`src/rtl/shift_add_mult_4bit.sv`:
```
// Sequential unsigned shift-add multiplier: one add step and one shift step per multiplier bit.
// The {C,A,Q} register chain ends up holding the 2N-bit product in {A,Q}.
module shift_add_mult_4bit #(
   parameter int N = 4
) (
   input  logic           clk,
   input  logic           rst_n,
   input  logic           start,
   input  logic [N-1:0]   a,
   input  logic [N-1:0]   b,
   output logic           busy,
   output logic           done,
   output logic [2*N-1:0] product
);

   localparam int CW = $clog2(N) + 1;

   typedef enum logic [1:0] {
      S_IDLE,
      S_ADD,
      S_SHIFT,
      S_DONE
   } state_t;

   state_t           state_q, state_d;
   logic [N-1:0]     m_q, m_d;
   logic [N-1:0]     acc_q, acc_d;
   logic             c_q, c_d;
   logic [N-1:0]     q_q, q_d;
   logic [CW-1:0]    cnt_q, cnt_d;
   logic [2*N-1:0]   product_q, product_d;

   logic [N:0]       sum;
   logic [2*N:0]     shifted;

   assign sum     = {1'b0, acc_q} + {1'b0, m_q};
   assign shifted = {c_q, acc_q, q_q} >> 1;

   always_ff @(posedge clk or negedge rst_n) begin
      if (!rst_n) begin
         state_q   <= S_IDLE;
         m_q       <= '0;
         acc_q     <= '0;
         c_q       <= 1'b0;
         q_q       <= '0;
         cnt_q     <= '0;
         product_q <= '0;
      end else begin
         state_q   <= state_d;
         m_q       <= m_d;
         acc_q     <= acc_d;
         c_q       <= c_d;
         q_q       <= q_d;
         cnt_q     <= cnt_d;
         product_q <= product_d;
      end
   end

   always_comb begin
      state_d   = state_q;
      m_d       = m_q;
      acc_d     = acc_q;
      c_d       = c_q;
      q_d       = q_q;
      cnt_d     = cnt_q;
      product_d = product_q;
      case (state_q)
         S_IDLE: begin
            if (start) begin
               m_d     = a;
               q_d     = b;
               acc_d   = '0;
               c_d     = 1'b0;
               cnt_d   = CW'(N);
               state_d = S_ADD;
            end
         end
         S_ADD: begin
            if (q_q[0]) begin
               {c_d, acc_d} = sum;
            end else begin
               c_d = 1'b0;
            end
            state_d = S_SHIFT;
         end
         S_SHIFT: begin
            {c_d, acc_d, q_d} = shifted;
            cnt_d             = cnt_q - CW'(1);
            if (cnt_q == CW'(1)) begin
               // Capture the post-shift value so the product is visible during DONE.
               product_d = shifted[2*N-1:0];
               state_d   = S_DONE;
            end else begin
               state_d = S_ADD;
            end
         end
         S_DONE: begin
            state_d = S_IDLE;
         end
         default: begin
            state_d = S_IDLE;
         end
      endcase
   end

   always_comb begin
      busy    = (state_q != S_IDLE);
      done    = (state_q == S_DONE);
      product = product_q;
   end

endmodule

```
`config.mk`:
```
export PLATFORM = sky130hd
export DESIGN_NAME = shift_add_mult_4bit
export DESIGN_NICKNAME = d
export VERILOG_FILES = /design/src/rtl/shift_add_mult_4bit.sv
export SDC_FILE = /design/constraint.sdc
export NUM_CORES = 1
export LEC_CHECK = 0
export CAP_MARGIN = 20
export CORE_MARGIN = 4
export CORE_UTILIZATION = 30
export CTS_CLUSTER_SIZE = 12
export DETAILED_ROUTE_END_ITERATION = 8
export GPL_TIMING_DRIVEN = 0
export PLACE_DENSITY = 0.52
export SLEW_MARGIN = 10
export SYNTH_ARGS = -nofsm -noshare
export SYNTH_HDL_FRONTEND = slang
export SYNTH_SLANG_ARGS = --single-unit
```
`constraint.sdc`:
```
create_clock -name clk -period 3.5 [get_ports clk]
set_input_delay 0.35 -clock clk [delete_from_list [all_inputs] [get_ports clk]]
set_output_delay 0.35 -clock clk [all_outputs]
set_load 0.01 [all_outputs]
```
**Word level (Yosys, flattened, before mapping)**

Index checks and enable logic that the tools add are counted.

- Bits in registers: 26

- $add $sub $neg: 2
- Equality and inequality tests: 6
- Multiplexer cells: 13
- Reduce and logical (&&, ||, !) cells: 9

Operators by type and width:

| cell | number |
|---|---|
| 4-bit 2-to-1 mux | 3 |
| 4-bit case mux with 3 select lines | 1 |
| 2-bit case mux with 4 select lines | 1 |
| 4-bit case mux with 2 select lines | 1 |
| 2-bit AND reduction | 4 |
| 3-bit case mux with 2 select lines | 1 |
| 4-bit by 4-bit adder with 5-bit output | 1 |
| 2-bit equality test (second input constant) | 2 |
| 2-bit 2-to-1 mux | 2 |
| 2-bit != test (second input constant) | 2 |
| 2-bit nonzero test | 2 |
| 3-bit by 1-bit equality test with 1-bit output (second input constant) | 1 |
| 3-bit 2-to-1 mux | 1 |
| 1-bit case mux with 3 select lines | 1 |
| 3-bit AND reduction | 1 |
| 3-bit nonzero test | 1 |
| 3-bit by 1-bit subtractor with 3-bit output (second input constant) | 1 |
| 2-bit by 1-bit equality test with 1-bit output (second input constant) | 1 |
| 2-bit logical NOT | 1 |
| 1-bit 2-to-1 mux | 2 |

**Depth between registers and ports, before layout**

- Depth after elaboration: 3
- Depth in mapped cells: 7
- Mapped depth without buffers: 7

**Worst setup path before layout**

Ideal clock, no wire load.

- Kind: reg-to-reg
- Start point: register state_q[0]
- End point: register acc_q[3]
- Setup time: 0.140 ns
- Data arrival time: 1.397 ns
- Data required time: 3.360 ns
- Path slack: 1.963 ns
- Cell stages (with the launch flop): 7
- Path buffers: 0
- Clock period less this slack: 1.537 ns
- Cells stage by stage: dfrtp_1 inv_1 ha_1 nor2b_4 nor3_4 mux2i_1 a31oi_1

- Word-level cells in the longest chain between the ends: 3

Ends and longest elaborated chain:

| element | line | source |
|---|---|---|
| from (decl) | 25 | `state_t state_q, state_d;` |
| from (signal assigned) | 49 | `state_q <= state_d;` |
| 2-bit by 1-bit equality test with 1-bit output (tied with other cells) | 67 | `case (state_q)` |
| 2-bit != test (no source line) or 3-bit nonzero test (tied branches) | -- |  |
| 3-bit AND reduction (no source line) | -- |  |
| to (signal assigned) | 43 | `acc_q <= '0;` |
| to (signal assigned) | 51 | `acc_q <= acc_d;` |
| to (decl) | 27 | `logic [N-1:0] acc_q, acc_d;` |

Several ways; a longest one is shown, not always the timed one.
A chain may end at the register's enable or synchronous reset.

**Worst setup path in the final report**

- Start point: register state_q[0]
- End point: output busy

- Word-level cells in the longest chain between the ends: 1

Ends and longest elaborated chain:

| element | line | source |
|---|---|---|
| 2-bit nonzero test | 107 | `busy = (state_q != S_IDLE);` |
| to (decl) | 11 | `output logic busy,` |

No other way between the ends.

==> out/metrics.csv <==
stage;metric;value;unit
setup_path;start_kind;flop;
yosys;synth_fa_ha_area_share;11.5;%
detailed_routing;first_pass_iters;4;
detailed_routing;drc;0;
yosys;ys_types;28;
detailed_routing;drtIter0Drc;32;
clocking;cts_setup_buffers;0;
clocking;cts.repair.resized;0;
place;place_ws;1.55;ns
yosys;avgSynthCellArea;10.5;um^2
global_routing;antenna_found_initial;0;
timing;max_slew_margin;55.9;%
yosys;synth.top_cell.area_share;47.6;%
yosys;ys.warnings.count;0;
yosys;synthMuxAreaShare;8.15;%
clocking;clkLatencyLatePin;0.26;ns
final_layout;diodes;0;
final_layout;final_nets;179;
yosys;synth_seq_cells;26;
setup_path;cp.arrival;1.87;ns
timing;max_freq;449;MHz
clocking;clock-root-buffer;clkbuf_8;
yosys;synth_xor_area_share;0.641;%
pwr;leakage;0.759;nW
timing;fin_ws;1.28;ns
yosys;synth_edf_count;0;
yosys;synth-main-ff-cell;dfrtp_1;
timing;worst_pin_slew;0.660;ns
place;routabilityCongestion;0.783;
yosys;yosysMostFrequentCell;dfrtp_1;
global_routing;grt-ovfl-total;0;
timing;rsz0062_at_grt;no;
floorplanning;fp.dieH;75.5;um
outcome;status;finished clean;
final_layout;multi_input_area;662;um^2
global_routing;grt_max_degree;16;
yosys;synth_common_cells;26 x dfrtp_1, 18 x o21ai_0, 12 x inv_1, 12 x nand2_1, 11 x ha_1;
floorplanning;initial_utilization;31.2;%
yosys;ys_async_sr_fraction;100;%
yosys;syn_inst;130;
floorplanning;num_rows;24;
place;io_buffers;20;
setup_path;cp.required;3.15;ns
yosys;yosys.area.top_type;dfrtp_1;
detailed_routing;wl_per_cell;14.0;um
detailed_routing;routed_wl;2.89;mm
detailed_routing;antenna_left;0;
yosys;synth_area;1370;um^2
clocking;hold_buffers;0;
timing;hold_violations;0;
final_layout;layout-drive-gt1-share;10.4;%
worst_hold_path;min_path_type;in -> async;
floorplanning;core_area;4380;um^2
floorplanning;io_pins;21;
yosys;synth_top_family_by_area;compound AO/OA/AOI/OAI gates;
yosys;syn_nets;153;
timing;tns;0;ns
setup_path;path_class;reg -> out;
run;max_cap_viol_count;0;
final_layout;syn_to_final_growth;24.5;%
detailed_routing;via_count;1027;
clocking;numCtsBuffers;3;
place;post-dp-hpwl;2.22;mm
global_routing;grt_pass1_vias;1080;
pwr;ir_drop;255;uV
clocking;clk_pin_slew;0.09;ns
yosys;synth.area.top_cells;dfrtp_1 48%, ha_1 10%, mux2_2 7.4%;
detailed_routing;vias_per_cell;4.99;
pwr;power_density;796;nW/um^2
final_layout;regArea;651;um^2
clocking;h-tree-depth;1;
clocking;cts.sinks;26;
setup_path;endpoint_kind;output pin;
global_routing;grt_use_total;11.4;%
floorplanning;die_w;75.5;um
timing;clock_skew;0.00258;ns
timing;post-route-min-period;2.22;ns
floorplanning;dieArea;5700;um^2
timing;setup_viol;0;
yosys;yosys.area_share.simple;11.4;%
clocking;cts_tree;yes;
yosys;synth_seq_area_share;47.6;%
clocking;clk_path_buf_depth;2;
timing;fin_crit_sh;63.6;%
timing;slew_violations;0;
yosys;synth_compound_area_share;16.7;%
setup_path;cp_max_fo;9;
final_layout;fillers;444;
global_routing;grt_pass1_wl;5.04;mm
-- final timing paths --
kind,cells after the start,slack [ns],endpoint,startpoint
worst max-delay path,4,1.28,busy,state_q[0]$_DFFE_PN0P_
worst min-delay path,1,0.49,c_q$_DFFE_PN0P_,rst_n
worst max register to register,5,1.68,q_q[0]$_DFFE_PN0P_,state_q[0]$_DFFE_PN0P_
worst min register to register,2,0.49,cnt_q[1]$_DFFE_PN0P_,cnt_q[1]$_DFFE_PN0P_
max in group asynchronous,2,2.51,state_q[0]$_DFFE_PN0P_,rst_n
min in group clk,2,0.49,cnt_q[1]$_DFFE_PN0P_,cnt_q[1]$_DFFE_PN0P_
-- placed cells by master, fill, tap and decap left out, drive strengths merged, types with 2 or more instances in the layout --
cell type / count
a21oi: 9
a22oi: 4
a31oi: 2
and3: 4
buf: 2
clkbuf: 4
clkdlybuf4s50: 20
dfrtp: 26
ha: 11
inv: 12
mux2: 9
nand2: 12
nand3: 6
nor2b: 2
o21ai: 18
-- critical path: stages, from the launching register on --
cell	delay, ns
dfrtp_1	0.41
inv_1	0.10
ha_1	0.32
inv_1	0.21
clkdlybuf4s50_1	0.57
-- stage by stage --
step	area (um^2)	hold WS [ns]	total power (W)	cells	util, %
after detailed placement	1660	0.476	0.00120	203	37.8
final	1700	0.486	0.00135	206	38.8
after global placement	1630	0.466	0.00118	202	37.2
after floorplan	1370	0.0544	0.000970	130	-
after global routing	1700	0.518	0.00150	206	38.8
after CTS	1700	0.497	0.00138	206	38.8
-- layer usage --
layer	GRT usage [%]	vias to the layer above	part of all wire, %
li1	-	512	-
met1	15.6	494	51
met2	18.8	19	44
met3	2.11	2	4.7
met4	2.91	0	0.73
met5	0	-	0
-- cell families after synthesis --
family | Yosys count
and+or+nand+nor | 28
AOI/OAI and AO/OA | 39
adders and majority gates | 12
xor gates and xnor gates | 1
buffers and inverters | 14
DFF | 26
muxes | 10
-- power breakdown --
group          leakage [nW]  total [W]  internal, W  switching, W
Sequential            0.337   0.000510     0.000419     0.0000916
Clock                0.0216   0.000166    0.0000769     0.0000891
Combinational         0.401   0.000677     0.000325      0.000353
Total                 0.759    0.00135     0.000820      0.000533
-- final cells by class --
class | instances | share of cell area [%]
inverters | 12 | 2.65
plain buffers | 2 | 0.515
well taps | 52 | 3.83
repair buffers | 21 | 13.4
multi-input cells | 90 | 38.9
clock buffers | 3 | 2.43
flip-flops and latches | 26 | 38.3
-- flip-flops by register name, summed over array words and instances (netlist names) --
name	cells
acc_q	4
c_q	1
cnt_q	3
m_q	4
product	8
q_q	4
state_q	2
No activity file was read; power rests on OpenSTA's default activity.
